`config.mk`:
```
export PLATFORM = sky130hd
export DESIGN_NAME = if_id_stage_flat
export DESIGN_NICKNAME = d
export VERILOG_FILES = /design/src/rtl/isa_pkg.sv /design/src/rtl/if_id_stage_if.sv /design/src/rtl/if_id_stage_field_split.sv /design/src/rtl/if_id_stage.sv /design/src/flat_wrapper.sv
export SDC_FILE = /design/constraint.sdc
export NUM_CORES = 1
export LEC_CHECK = 0
export CAP_MARGIN = 20
export CORE_ASPECT_RATIO = 1.1
export CORE_MARGIN = 3
export CORE_UTILIZATION = 46
export CTS_CLUSTER_DIAMETER = 50
export DETAILED_ROUTE_END_ITERATION = 7
export PLACE_DENSITY_LB_ADDON = 0.1
export SETUP_SLACK_MARGIN = 0.4
export SYNTH_ARGS = -nofsm -noshare
export SYNTH_HDL_FRONTEND = slang
export SYNTH_SLANG_ARGS = --single-unit
```
`constraint.sdc`:
```
create_clock -name clk -period 2.3 [get_ports clk]
set_input_delay 0.46 -clock clk [delete_from_list [all_inputs] [get_ports clk]]
set_output_delay 0.46 -clock clk [all_outputs]
set_load 0.005 [all_outputs]
```
`src/rtl/isa_pkg.sv`:
```
// Shared MIPS-style ISA constants: field positions, R-type opcode, NOP and PC step.
package isa_pkg;
  localparam int OPC_HI = 31;
  localparam int OPC_LO = 26;
  localparam int RS_HI  = 25;
  localparam int RS_LO  = 21;
  localparam int RT_HI  = 20;
  localparam int RT_LO  = 16;
  localparam int RD_HI  = 15;
  localparam int RD_LO  = 11;
  localparam int SH_HI  = 10;
  localparam int SH_LO  = 6;
  localparam int FN_HI  = 5;
  localparam int FN_LO  = 0;
  localparam int IMM_HI = 15;
  localparam int IMM_LO = 0;

  localparam logic [5:0]  OPC_RTYPE = 6'b000000;
  localparam logic [31:0] NOP       = 32'h0000_0000;
  localparam int unsigned PC_INC    = 4;

  // Replicate bit 15 of a 16-bit immediate into the upper half.
  function automatic logic [31:0] sext16(input logic [15:0] imm);
    return {{16{imm[15]}}, imm};
  endfunction
endpackage

```
`src/rtl/if_id_stage_if.sv`:
```
// Handshake and decoded-field bundle between fetch, the IF/ID stage and decode.
interface if_id_stage_if #(parameter int PC_W = 32);
  logic            flush;
  logic            in_valid;
  logic            in_ready;
  logic [31:0]     in_instr;
  logic [PC_W-1:0] in_pc;
  logic            out_valid;
  logic            out_ready;
  logic [31:0]     out_instr;
  logic [PC_W-1:0] out_pc;
  logic [PC_W-1:0] out_pc_plus4;
  logic [5:0]      out_opcode;
  logic [4:0]      out_rs;
  logic [4:0]      out_rt;
  logic [4:0]      out_rd;
  logic [4:0]      out_shamt;
  logic [5:0]      out_funct;
  logic [31:0]     out_imm_sext;
  logic            out_is_rtype;

  // Stage view: consumes fetch requests, produces decode-side fields.
  modport slave (
    input  flush, in_valid, in_instr, in_pc, out_ready,
    output in_ready, out_valid, out_instr, out_pc, out_pc_plus4,
           out_opcode, out_rs, out_rt, out_rd, out_shamt, out_funct,
           out_imm_sext, out_is_rtype
  );

  // Environment view: fetch + decode around the stage.
  modport master (
    output flush, in_valid, in_instr, in_pc, out_ready,
    input  in_ready, out_valid, out_instr, out_pc, out_pc_plus4,
           out_opcode, out_rs, out_rt, out_rd, out_shamt, out_funct,
           out_imm_sext, out_is_rtype
  );
endinterface

```
`src/rtl/if_id_stage_field_split.sv`:
```
// Pure combinational split of a 32-bit instruction word into its fields.
module instr_field_split
  import isa_pkg::*;
(
  input  logic [31:0] instr,
  output logic [5:0]  opcode,
  output logic [4:0]  rs,
  output logic [4:0]  rt,
  output logic [4:0]  rd,
  output logic [4:0]  shamt,
  output logic [5:0]  funct,
  output logic [31:0] imm_sext,
  output logic        is_rtype
);
  assign opcode   = instr[OPC_HI:OPC_LO];
  assign rs       = instr[RS_HI:RS_LO];
  assign rt       = instr[RT_HI:RT_LO];
  assign rd       = instr[RD_HI:RD_LO];
  assign shamt    = instr[SH_HI:SH_LO];
  assign funct    = instr[FN_HI:FN_LO];
  assign imm_sext = sext16(instr[IMM_HI:IMM_LO]);
  assign is_rtype = (instr[OPC_HI:OPC_LO] == OPC_RTYPE);
endmodule

```
`src/rtl/if_id_stage.sv`:
```
// IF/ID stage: 2-entry skid buffer (main + skid) with registered in_ready,
// synchronous flush, and decoded fields presented from the main entry.
module if_id_stage
  import isa_pkg::*;
#(
  parameter int          PC_W        = 32,
  parameter logic [31:0] RESET_INSTR = NOP
) (
  input logic           clk,
  input logic           reset,
  if_id_stage_if.slave  bus
);
  typedef struct packed {
    logic [31:0]     instr;
    logic [PC_W-1:0] pc;
  } entry_t;

  logic   main_v, skid_v;
  entry_t main_e, skid_e, in_e;
  logic   acc, pop;

  assign in_e = '{instr: bus.in_instr, pc: bus.in_pc};
  // in_ready comes straight from a flop so out_ready never reaches it combinationally.
  assign acc  = bus.in_valid && !skid_v;
  assign pop  = main_v && bus.out_ready;

  // Buffer update: flush beats everything; skid drains before new input refills main.
  always_ff @(posedge clk or negedge reset) begin
    if (!reset) begin
      main_v <= 1'b0;
      skid_v <= 1'b0;
      main_e <= '{instr: RESET_INSTR, pc: '0};
      skid_e <= '{instr: RESET_INSTR, pc: '0};
    end else if (bus.flush) begin
      main_v <= 1'b0;
      skid_v <= 1'b0;
    end else if (!main_v || pop) begin
      if (skid_v) begin
        main_e <= skid_e;
        main_v <= 1'b1;
        skid_v <= 1'b0;
      end else if (acc) begin
        main_e <= in_e;
        main_v <= 1'b1;
      end else begin
        main_v <= 1'b0;
      end
    end else if (acc) begin
      skid_e <= in_e;
      skid_v <= 1'b1;
    end
  end

  assign bus.in_ready     = !skid_v;
  assign bus.out_valid    = main_v;
  assign bus.out_instr    = main_e.instr;
  assign bus.out_pc       = main_e.pc;
  assign bus.out_pc_plus4 = main_e.pc + PC_W'(PC_INC);

  logic [5:0]  f_opcode, f_funct;
  logic [4:0]  f_rs, f_rt, f_rd, f_shamt;
  logic [31:0] f_imm;
  logic        f_rtype;

  instr_field_split u_split (
    .instr    (main_e.instr),
    .opcode   (f_opcode),
    .rs       (f_rs),
    .rt       (f_rt),
    .rd       (f_rd),
    .shamt    (f_shamt),
    .funct    (f_funct),
    .imm_sext (f_imm),
    .is_rtype (f_rtype)
  );

  assign bus.out_opcode   = f_opcode;
  assign bus.out_rs       = f_rs;
  assign bus.out_rt       = f_rt;
  assign bus.out_rd       = f_rd;
  assign bus.out_shamt    = f_shamt;
  assign bus.out_funct    = f_funct;
  assign bus.out_imm_sext = f_imm;
  assign bus.out_is_rtype = f_rtype;
endmodule

```
`src/flat_wrapper.sv`:
```
// flat-port wrapper written by rule: the top's interface ports become plain ports
module if_id_stage_flat import isa_pkg::*;
#(
  parameter int          PC_W        = 32,
  parameter logic [31:0] RESET_INSTR = NOP
)
  (clk, reset, bus_flush, bus_in_valid, bus_in_instr, bus_in_pc, bus_out_ready, bus_in_ready, bus_out_valid, bus_out_instr, bus_out_pc, bus_out_pc_plus4, bus_out_opcode, bus_out_rs, bus_out_rt, bus_out_rd, bus_out_shamt, bus_out_funct, bus_out_imm_sext, bus_out_is_rtype);
  if_id_stage_if #(.PC_W(PC_W)) bus_i ();
  input logic clk;
  input logic reset;
  input wire logic [$bits(bus_i.flush)-1:0] bus_flush;
  input wire logic [$bits(bus_i.in_valid)-1:0] bus_in_valid;
  input wire logic [$bits(bus_i.in_instr)-1:0] bus_in_instr;
  input wire logic [$bits(bus_i.in_pc)-1:0] bus_in_pc;
  input wire logic [$bits(bus_i.out_ready)-1:0] bus_out_ready;
  output wire logic [$bits(bus_i.in_ready)-1:0] bus_in_ready;
  output wire logic [$bits(bus_i.out_valid)-1:0] bus_out_valid;
  output wire logic [$bits(bus_i.out_instr)-1:0] bus_out_instr;
  output wire logic [$bits(bus_i.out_pc)-1:0] bus_out_pc;
  output wire logic [$bits(bus_i.out_pc_plus4)-1:0] bus_out_pc_plus4;
  output wire logic [$bits(bus_i.out_opcode)-1:0] bus_out_opcode;
  output wire logic [$bits(bus_i.out_rs)-1:0] bus_out_rs;
  output wire logic [$bits(bus_i.out_rt)-1:0] bus_out_rt;
  output wire logic [$bits(bus_i.out_rd)-1:0] bus_out_rd;
  output wire logic [$bits(bus_i.out_shamt)-1:0] bus_out_shamt;
  output wire logic [$bits(bus_i.out_funct)-1:0] bus_out_funct;
  output wire logic [$bits(bus_i.out_imm_sext)-1:0] bus_out_imm_sext;
  output wire logic [$bits(bus_i.out_is_rtype)-1:0] bus_out_is_rtype;
  assign bus_i.flush = bus_flush;
  assign bus_i.in_valid = bus_in_valid;
  assign bus_i.in_instr = bus_in_instr;
  assign bus_i.in_pc = bus_in_pc;
  assign bus_i.out_ready = bus_out_ready;
  assign bus_in_ready = bus_i.in_ready;
  assign bus_out_valid = bus_i.out_valid;
  assign bus_out_instr = bus_i.out_instr;
  assign bus_out_pc = bus_i.out_pc;
  assign bus_out_pc_plus4 = bus_i.out_pc_plus4;
  assign bus_out_opcode = bus_i.out_opcode;
  assign bus_out_rs = bus_i.out_rs;
  assign bus_out_rt = bus_i.out_rt;
  assign bus_out_rd = bus_i.out_rd;
  assign bus_out_shamt = bus_i.out_shamt;
  assign bus_out_funct = bus_i.out_funct;
  assign bus_out_imm_sext = bus_i.out_imm_sext;
  assign bus_out_is_rtype = bus_i.out_is_rtype;
  if_id_stage #(.PC_W(PC_W), .RESET_INSTR(RESET_INSTR)) u_core (.clk(clk), .reset(reset), .bus(bus_i));
endmodule
```
==> results.toml, run 1 <==
[global_routing]
grt_util_all_layers_pct = 22.0
first_global_vias = 5404
grt_overflow_total = 0
grt_pass1_wl_um = 27300
grt_max_degree = 87
antenna_found_initial = 0

[timing]
finalHoldViolations = 0
slew_violations = 0
setup_viol = 21
finClkSkew_ns = 0.0137
setup_slack_ns = -0.199
fin_crit_sh_pct = 109
rsz0062_at_grt = "true"
relSlewSlack_pct = 59.9
max_freq_mhz = 400
worst_pin_slew_ns = 0.601
hold_slack_ns = 0.0529
min_period_ns = 2.50

[floorplan]
ioPinCount = 232
core_area_mm2 = 0.0135
row_count = 44
start_util_pct = 48.1
dieArea_mm2 = 0.0156
die_w_um = 119
die_height_um = 131

[placed_design]
dp_hpwl_um = 11500
dp_cells = 945
io_buffers = 231
place_congestion = 0.837
dpl-instance-area_mm2 = 0.00881

[clock_tree]
postCtsHoldBufs = 0
cts_buffer_depth = 2
cts_inserted_buffers = 17
path_clk_slew_ns = 0.06
cts_tree = "yes"
cts_num_sinks = 130
root_buffer = "clkbuf_16"
ctsHtreeMaxLevel = 4
insertion_delay_ns = 0.41

[yosys]
synth_ff_type = "dfrtp_1"
syn_area_per_cell_um2 = 11.2
synth.area.top_cells = "dfrtp_1, mux2i_1, mux2_2"
synth_top_area_share_pct = 49.9
async_reset_ff_share_pct = 100
synth.most_common_cell = "dfrtp_1"
synth_fp_nets = 653
ys_ff_latch = 130
synth_cell_types = 33
synth_cells = 583
synth_common_cells = "dfrtp_1, nor2_1, buf_4"
synth_top_cell_by_area = "dfrtp_1"
mappedNetlistArea_mm2 = 0.00652
ys_seq_area_share_pct = 49.9
yosysWarnings = 0
synth_edf_count = 0

[detailed_routing]
wire_per_inst_um = 17.3
drc = 0
ant_nets = 0
top_layer_used = "met4"
first_iter_violations = 238
num_vias = 5130
wl_met1_um = 6910
wl_met3_um = 1180
drtPass1Iterations = 4
routed_wl_um = 17700
detail_route.vias_per_cell = 5.03
routed-wl-met2_um = 9200

[finish]
stdcell_area_mm2 = 0.0101
final_cells = 1020
fin_util_pct = 74.5
fin_nets = 893
fillers = 895
diodes = 0
drive_gt1_share_pct = 29.1
syn_to_final_growth_pct = 54.9
multiInputGateArea_mm2 = 0.00290
seq_area_mm2 = 0.00326

[power_and_ir_drop]
power.density_mw_per_mm2 = 828
finalPower_mw = 8.36
worst_ir_drop_vdd_v = 0.000436
power_leakage_nw = 4.47

[run]
cap_viol_max_count = 0

[worst_setup_path]
reg2reg_depth = 5
cp-end-kind = "output pin"
cp.required_ns = 1.84
cp_max_fo = 5
cp.arrival_ns = 2.04
cp-start-kind = "register"
worstSetupPathType = "register to output pin"

[run_status]
violations = "negative setup slack"
status = "finished, violations left"

[hold_path]
hold_class = "input pin to asynchronous set/reset pin"
power breakdown:
group	switching, mW	total [mW]	internal [mW]
Sequential	0.320	3.09	2.77
Clock	0.974	2.85	1.88
Combinational	0.951	2.42	1.47
Total	2.25	8.36	6.11
layout by cell type, fill, tap and decap left out, types with 3 or more instances in the layout:
master and count:
clkinv_4 3, xnor2_1 8, buf_2 29, dlymetal6s2s_1 26, mux2i_1 64, and4_4 3, a21oi_1 65, clkdlybuf4s50_1 160
mux2_2 46, buf_12 6, nor2_1 66, clkbuf_16 17, mux2_1 18, nand3_4 4, inv_1 8, nand2_1 7
dfrtp_1 127, bufinv_16 4, buf_4 54, nand3_1 5, xor2_1 17, nor4_4 4, buf_6 26, nor3_4 10
dlygate4sd2_1 14, and3_4 3
path summary, 6_finish.rpt:
kind / start / end / slack, ns
max reg2reg: u_core.skid_v / u_core.bus.out_pc[15] / 0.48
min: reset / u_core.bus.out_instr[22] / 0.05
min in group clk: u_core.skid_e[26] / u_core.skid_e[26] / 0.49
max: u_core.bus.out_pc[12] / bus_out_pc_plus4[22] / -0.20
min reg2reg: u_core.skid_e[26] / u_core.skid_e[26] / 0.49
max in group asynchronous: reset / u_core.skid_v / 1.54
final cells by class:
type,instances,share of cell area (%)
Sequential cell,130,32.3
Timing Repair Buffer,318,30.2
Multi-Input combinational cell,348,28.7
Clock buffer,20,4.52
Tap cell,184,2.28
Clock inverter,12,1.78
Inverter,8,0.297
routing by layer:
metal,vias to the layer above,track usage (%)
met5,-,0
met3,24,6.03
li1,2413,-
met4,0,8.36
met2,180,38.9
met1,2513,25.9
kinds of logic after synthesis:
| logic type | after synthesis | share of synthesized area [%] |
|---|---|---|
| AOI/OAI and AO/OA | 65 | 4.99 |
| xor gates and xnor gates | 28 | 3.76 |
| adders and majority gates | 1 | 0.192 |
| buffers and inverters | 105 | 10.5 |
| DFF | 130 | 49.9 |
| muxes | 128 | 20.9 |
| and+or+nand+nor | 126 | 9.77 |
registers in the layout, indices dropped and copies added, names as in the netlist:
signal	cells
u_core.skid_e	64
u_core.bus.out_instr	32
u_core.bus.out_pc	32
u_core.bus.out_valid	1
u_core.skid_v	1
critical path, cell delays in order, from the launching register on:
cell and delay (ns):
dfrtp_1 0.37, and4_4 0.27, buf_4 0.13, nand4_4 0.15, buf_4 0.18, buf_6 0.11, nor3_4 0.11, xor2_1 0.17
buf_2 0.14
metrics by stage:
| stage | TNS (ns) | setup slack (ns) |
|---|---|---|
| 6_report | -2.47 | -0.199 |
| 5_1_grt | -4.60 | -0.342 |
| 4_1_cts | -1.30 | -0.197 |
| 3_5_place_dp | -0.806 | -0.179 |
| 3_3_place_gp | -0.314 | -0.0728 |
| 2_1_floorplan | 0 | 0.393 |
repair_timing:
item | in CTS | in global routing
gates resized for setup | 191 | 58
setup endpoints to repair | 53 | 70
buffers inserted | 28 | 14
gates cloned | 0 | 1
pin swaps | 39 | 31
No activity file was read; power rests on OpenSTA's default activity.
==> run 2, diff against run 1 <==
Clock period 2.3 ns to 2.63 ns, I/O delays scaled along.
==> run 2 against run 1 <==
Against the previous run:
- the run now ends clean
- final cell count fell by 1.9%
- cell area is 1.6% lower
- hold slack better by 0.050 ns
- count of clock-buffer cells in the layout shrank 2
- register-to-register slack gained 0.30 ns
- non-clock buffer count is 18 lower
==> results.toml, run 2 (synthesized netlist as in run 1, its figures left out) <==
[finish]
regMostFlops = "u_core.skid_e"
mostFrequentLayoutCells = "clkdlybuf4s50_1, dfrtp_1, nor2_1, a21oi_1, mux2i_1"
diodes = 0
fillers = 950
syn_to_final_growth_pct = 52.4
fin_nets = 875
largest_reg_flops = 64
final_common_cell = "clkdlybuf4s50_1"
seq_area_mm2 = 0.00326
drive_gt1_share_pct = 27.4
multiInputGateArea_mm2 = 0.00288

[timing]
rsz0062_at_grt = "true"
setup_viol = 0
max_freq_mhz = 393
relSlewSlack_pct = 44.0
worst_pin_slew_ns = 0.840
tns_ns = 0
finClkSkew_ns = 0.00761
fin_crit_sh_pct = 96.7
finalHoldViolations = 0
slew_violations = 0
min_period_ns = 2.54
setup_slack_ns = 0.0860

[detailed_routing]
first_iter_violations = 256
num_vias = 5106
wire_per_inst_um = 17.4
detail_route.vias_per_cell = 5.10
routed_wl_um = 17500
ant_nets = 0
drc = 0
drtPass1Iterations = 6

[worst_setup_path]
worstSetupPathType = "register to output pin"
worstPathCellList = "ha_2, and3_4, nand4_4, buf_12, buf_6, nor3_4, xor2_1, buf_2"
cpPeakStageDelay_ns = 0.39
cp-start-kind = "register"
ff2ff_setup_slack_ns = 0.78
cp_max_fo = 5
r2r-end = "u_core.bus.out_pc[27]"
cp-end-kind = "output pin"
r2r-start = "u_core.skid_v"
crit_slowest_cell = "dfrtp_1"
reg2reg_depth = 3
cp.arrival_ns = 2.02
cp.required_ns = 2.10

[clock_tree]
cts_num_sinks = 130
postCtsHoldBufs = 0
cts_tree = "yes"
cts_buffer_depth = 2
root_buffer = "clkbuf_16"
path_clk_slew_ns = 0.06
cts_inserted_buffers = 17
insertion_delay_ns = 0.41
ctsHtreeMaxLevel = 4

[placed_design]
dp_slack_ns = 0.0429
dp_hpwl_um = 10900
place_congestion = 0.838
io_buffers = 231

[global_routing]
grt_pass1_wl_um = 27400
antenna_found_initial = 0
grt_overflow_total = 0
first_global_vias = 5448
grt_util_all_layers_pct = 22.2
grt_max_degree = 97

[run]
cap_viol_max_count = 0

[power_and_ir_drop]
power_leakage_nw = 4.20
worst_ir_drop_vdd_v = 0.000455
power.density_mw_per_mm2 = 768

[floorplan]
die_w_um = 119
dieArea_mm2 = 0.0156
ioPinCount = 232
core_area_mm2 = 0.0135
row_count = 44
die_height_um = 131
start_util_pct = 48.1

[hold_path]
hold_class = "input pin to asynchronous set/reset pin"

[run_status]
status = "finished clean"
-- run 2: timing repair --
| item | 4_1_cts | 5_1_grt |
|---|---|---|
| pin swaps | 41 | 26 |
| setup buffers | 43 | 6 |
| setup endpoints to repair | 49 | 28 |
| gates resized for setup | 158 | 22 |
-- run 2: stage by stage --
stage / hold WS [ns] / std cells / utilization (%) / area [um^2] / power (mW)
2_1_floorplan: 0.230 / 583 / - / 6520 / 3.59
3_3_place_gp: 0.473 / 921 / 63.7 / 8620 / 4.52
3_5_place_dp: 0.481 / 921 / 63.7 / 8620 / 4.59
4_1_cts: 0.119 / 995 / 72.7 / 9840 / 7.63
5_1_grt: 0.140 / 1001 / 73.3 / 9930 / 7.97
6_report: 0.103 / 1001 / 73.3 / 9930 / 7.63
-- run 2: final cells by class --
| type | count | area share (%) |
|---|---|---|
| sequential | 130 | 32.9 |
| multi-input combinational | 348 | 29.0 |
| timing repair buffer | 300 | 28.3 |
| clock buffer | 18 | 4.42 |
| clock inverter | 13 | 2.82 |
| tap | 184 | 2.32 |
| inverter | 8 | 0.302 |
-- run 2: metal layers --
layer / share of wire, % / up-vias / global-route usage, %
met1: 40 / 2533 / 25.5
met3: 5.9 / 27 / 5.60
met2: 52 / 172 / 40.7
met5: 0 / - / 0
li1: - / 2374 / -
met4: 1.8 / 0 / 7.55
-- run 2: where the power goes --
part	switching [mW]	internal [mW]	total [mW]	leakage, nW
logic	0.793	1.26	2.05	2.34
clock network	0.866	1.99	2.86	0.351
registers	0.297	2.42	2.72	1.51
total	1.96	5.67	7.63	4.20
-- run 2: worst max-delay path, delay by kind of cell, from the launching register on --
family	cells	cell delay, ns
simple gates	3	0.44
buf+inv	3	0.40
flops	1	0.39
fa+ha+maj	1	0.20
xor+xnor	1	0.17
-- run 2: worst max path at each step --
stage / from / to / slack, ns / cells past startpoint
floorplan: u_core.bus.out_pc[2] / bus_out_pc_plus4[22] / 0.66 / 6
global placement: u_core.bus.out_pc[3] / bus_out_pc_plus4[22] / 0.13 / 6
detailed placement: u_core.bus.out_pc[3] / bus_out_pc_plus4[22] / 0.04 / 6
CTS: u_core.bus.out_pc[2] / bus_out_pc_plus4[22] / 0.07 / 8
global route: u_core.bus.out_pc[2] / bus_out_pc_plus4[22] / 0.0004 / 8
finish: u_core.bus.out_pc[2] / bus_out_pc_plus4[22] / 0.09 / 8
==> run 3, diff against run 2 <==
Settings changed: CELL_PAD_IN_SITES_DETAIL_PLACEMENT set to 1, CELL_PAD_IN_SITES_GLOBAL_PLACEMENT set to 1, CORE_UTILIZATION 46 to 35, PLACE_DENSITY set to 0.85, PLACE_DENSITY_LB_ADDON 0.1 to unset.
==> run 3 against run 2 <==
Against the previous run:
- critical path depth unchanged
- critical endpoint is now bus_out_pc_plus4[28]
- clock power down 14%
- total power down 3.4%
- sequential power is essentially flat
- via count is 3.1% higher
- core utilization is 18 points lower
- largest power group is now registers
- sequential cell count is the same
==> results.toml, run 3 (synthesized netlist as in run 1, its figures left out) <==
[floorplan]
die_w_um = 136
row_count = 51
die_height_um = 149
dieArea_mm2 = 0.0203
start_util_pct = 36.2
core_area_mm2 = 0.0180
ioPinCount = 232

[timing]
setup_slack_ns = 0.0000351
tns_ns = 0
fin_crit_sh_pct = 100
rsz0062_at_grt = "true"
finClkSkew_ns = 0.00855
slew_violations = 0
worst_pin_slew_ns = 0.867
hold_slack_ns = 0.164
relSlewSlack_pct = 42.2
setup_viol = 0
max_freq_mhz = 380
finalHoldViolations = 0
min_period_ns = 2.63

[detailed_routing]
num_vias = 5266
first_iter_violations = 191
drc = 0
detail_route.vias_per_cell = 4.97
wire_per_inst_um = 20.7
drtPass1Iterations = 4
ant_nets = 0
routed_wl_um = 22000

[worst_setup_path]
r2r-start = "u_core.skid_v"
worst-path-buf-inv = 3
endpoint = "bus_out_pc_plus4[28]"
cpPeakStageDelay_ns = 0.39
crit_slowest_cell = "dfrtp_1"
cp_max_fo = 4
worstPathCellList = "ha_2, and3_4, nand4_4, buf_12, buf_6, nor3_4, xor2_1, buf_2"
r2r-end = "u_core.bus.out_pc[23]"
cp.required_ns = 2.10
cp-end-kind = "output pin"
reg2reg_depth = 3
cp.arrival_ns = 2.10
ff2ff_setup_slack_ns = 0.68
path_depth = 8
cp_top_family = "simple AND/OR/NAND/NOR gates"
crit_start = "u_core.bus.out_pc[3]"
worstSetupPathType = "register to output pin"
cp-start-kind = "register"

[power_and_ir_drop]
power.density_mw_per_mm2 = 738
pwr-share-comb_pct = 29.2
power_leakage_nw = 4.22
swShare_pct = 28.1
power.share.clock_pct = 33.5
netSwitchingPower_mw = 2.07
p_int_mw = 5.30
finalPower_mw = 7.37
seqPwrFrac_pct = 37.4
worst_ir_drop_vdd_v = 0.000437

[global_routing]
grt_util_all_layers_pct = 20.5
antenna_found_initial = 0
first_global_vias = 5903
grt_max_degree = 131
grt_overflow_total = 0
grt_pass1_wl_um = 32300

[clock_tree]
cts_num_sinks = 130
insertion_delay_ns = 0.42
cts_tree = "yes"
path_clk_slew_ns = 0.06
cts_inserted_buffers = 17
ctsHtreeMaxLevel = 4
postCtsHoldBufs = 0
cts_buffer_depth = 2
root_buffer = "clkbuf_16"

[placed_design]
dpl-instance-area_mm2 = 0.00874
place_congestion = 0.846
dp_hpwl_um = 13000
io_buffers = 231
dp_slack_ns = 0.0229

[finish]
diodes = 0
syn_to_final_growth_pct = 53.3
drive_gt1_share_pct = 27.4
largest_reg_flops = 64
fin_nets = 878
stdcell_area_mm2 = 0.00999
final_common_cell = "clkdlybuf4s50_1"
regMostFlops = "u_core.skid_e"
mostFrequentLayoutCells = "clkdlybuf4s50_1, dfrtp_1, nor2_1, a21oi_1, mux2i_1"

[run]
cap_viol_max_count = 0

[run_status]
status = "finished clean"

[hold_path]
hold_class = "input pin to asynchronous set/reset pin"
-- run 3: changes by cell type in the layout (fill, tap and decap cells not counted), sizes merged, moves of 2 or more --
cell / change
buf: +2
bufinv: -4
clkinv: +2
dlygate4sd2: +4
-- run 3: power groups by stage --
| stage | logic (mW) | clock network (mW) | registers [mW] |
|---|---|---|---|
| 6_report | 2.15 | 2.47 | 2.75 |
| 5_1_grt | 2.31 | 2.62 | 2.81 |
| 4_1_cts | 2.05 | 2.53 | 2.74 |
| 3_5_place_dp | 1.91 | 0 | 2.77 |
| 3_3_place_gp | 1.85 | 0 | 2.72 |
| 2_1_floorplan | 0.871 | 0 | 2.72 |
-- run 3: metrics by stage --
step                instances  utilization (%)
floorplan                 583                -
global placement          980             48.6
detailed placement        980             48.6
CTS                      1043             54.4
global route             1059             55.5
finish                   1059             55.5
-- run 3: worst reg2reg max path, delay by kind of cell, from the launching register on --
family	cells	cell delay, ns
DFF	1	0.58
buffers and inverters	1	0.73
AOI/OAI and AO/OA	1	0.12
muxes	1	0.38
-- run 3: worst min-delay path by stage --
stage	start	to	slack, ns	cells past startpoint
global route	reset	u_core.bus.out_pc[22]	0.25	2
floorplan	reset	u_core.bus.out_instr[0]	0.23	0
CTS	reset	u_core.bus.out_pc[22]	0.21	2
global placement	u_core.skid_e[26]	u_core.skid_e[26]	0.47	1
detailed placement	u_core.skid_e[16]	u_core.skid_e[16]	0.48	1
finish	reset	u_core.bus.out_pc[22]	0.16	2
-- run 3: layer usage --
layer	share of wire [%]	track usage, %
met1	37	22.6
met3	5.8	5.50
met5	0	0
met2	54	37.4
met4	3.1	7.91
-- run 3: what timing repair did --
action                                  CTS  global route
endpoints found under the setup margin   49            26
setup buffers                            31            16
gates resized for setup                 150            40
pin swaps                                36            26
-- run 3: layout make-up --
cell class | count | area [um^2]
clock inverter | 11 | 161
fill | 1873 | 8000
clock buffer | 21 | 450
inverter | 8 | 30.0
timing repair buffer | 303 | 2890
sequential | 130 | 3260
tap | 238 | 298
multi-input combinational | 348 | 2900
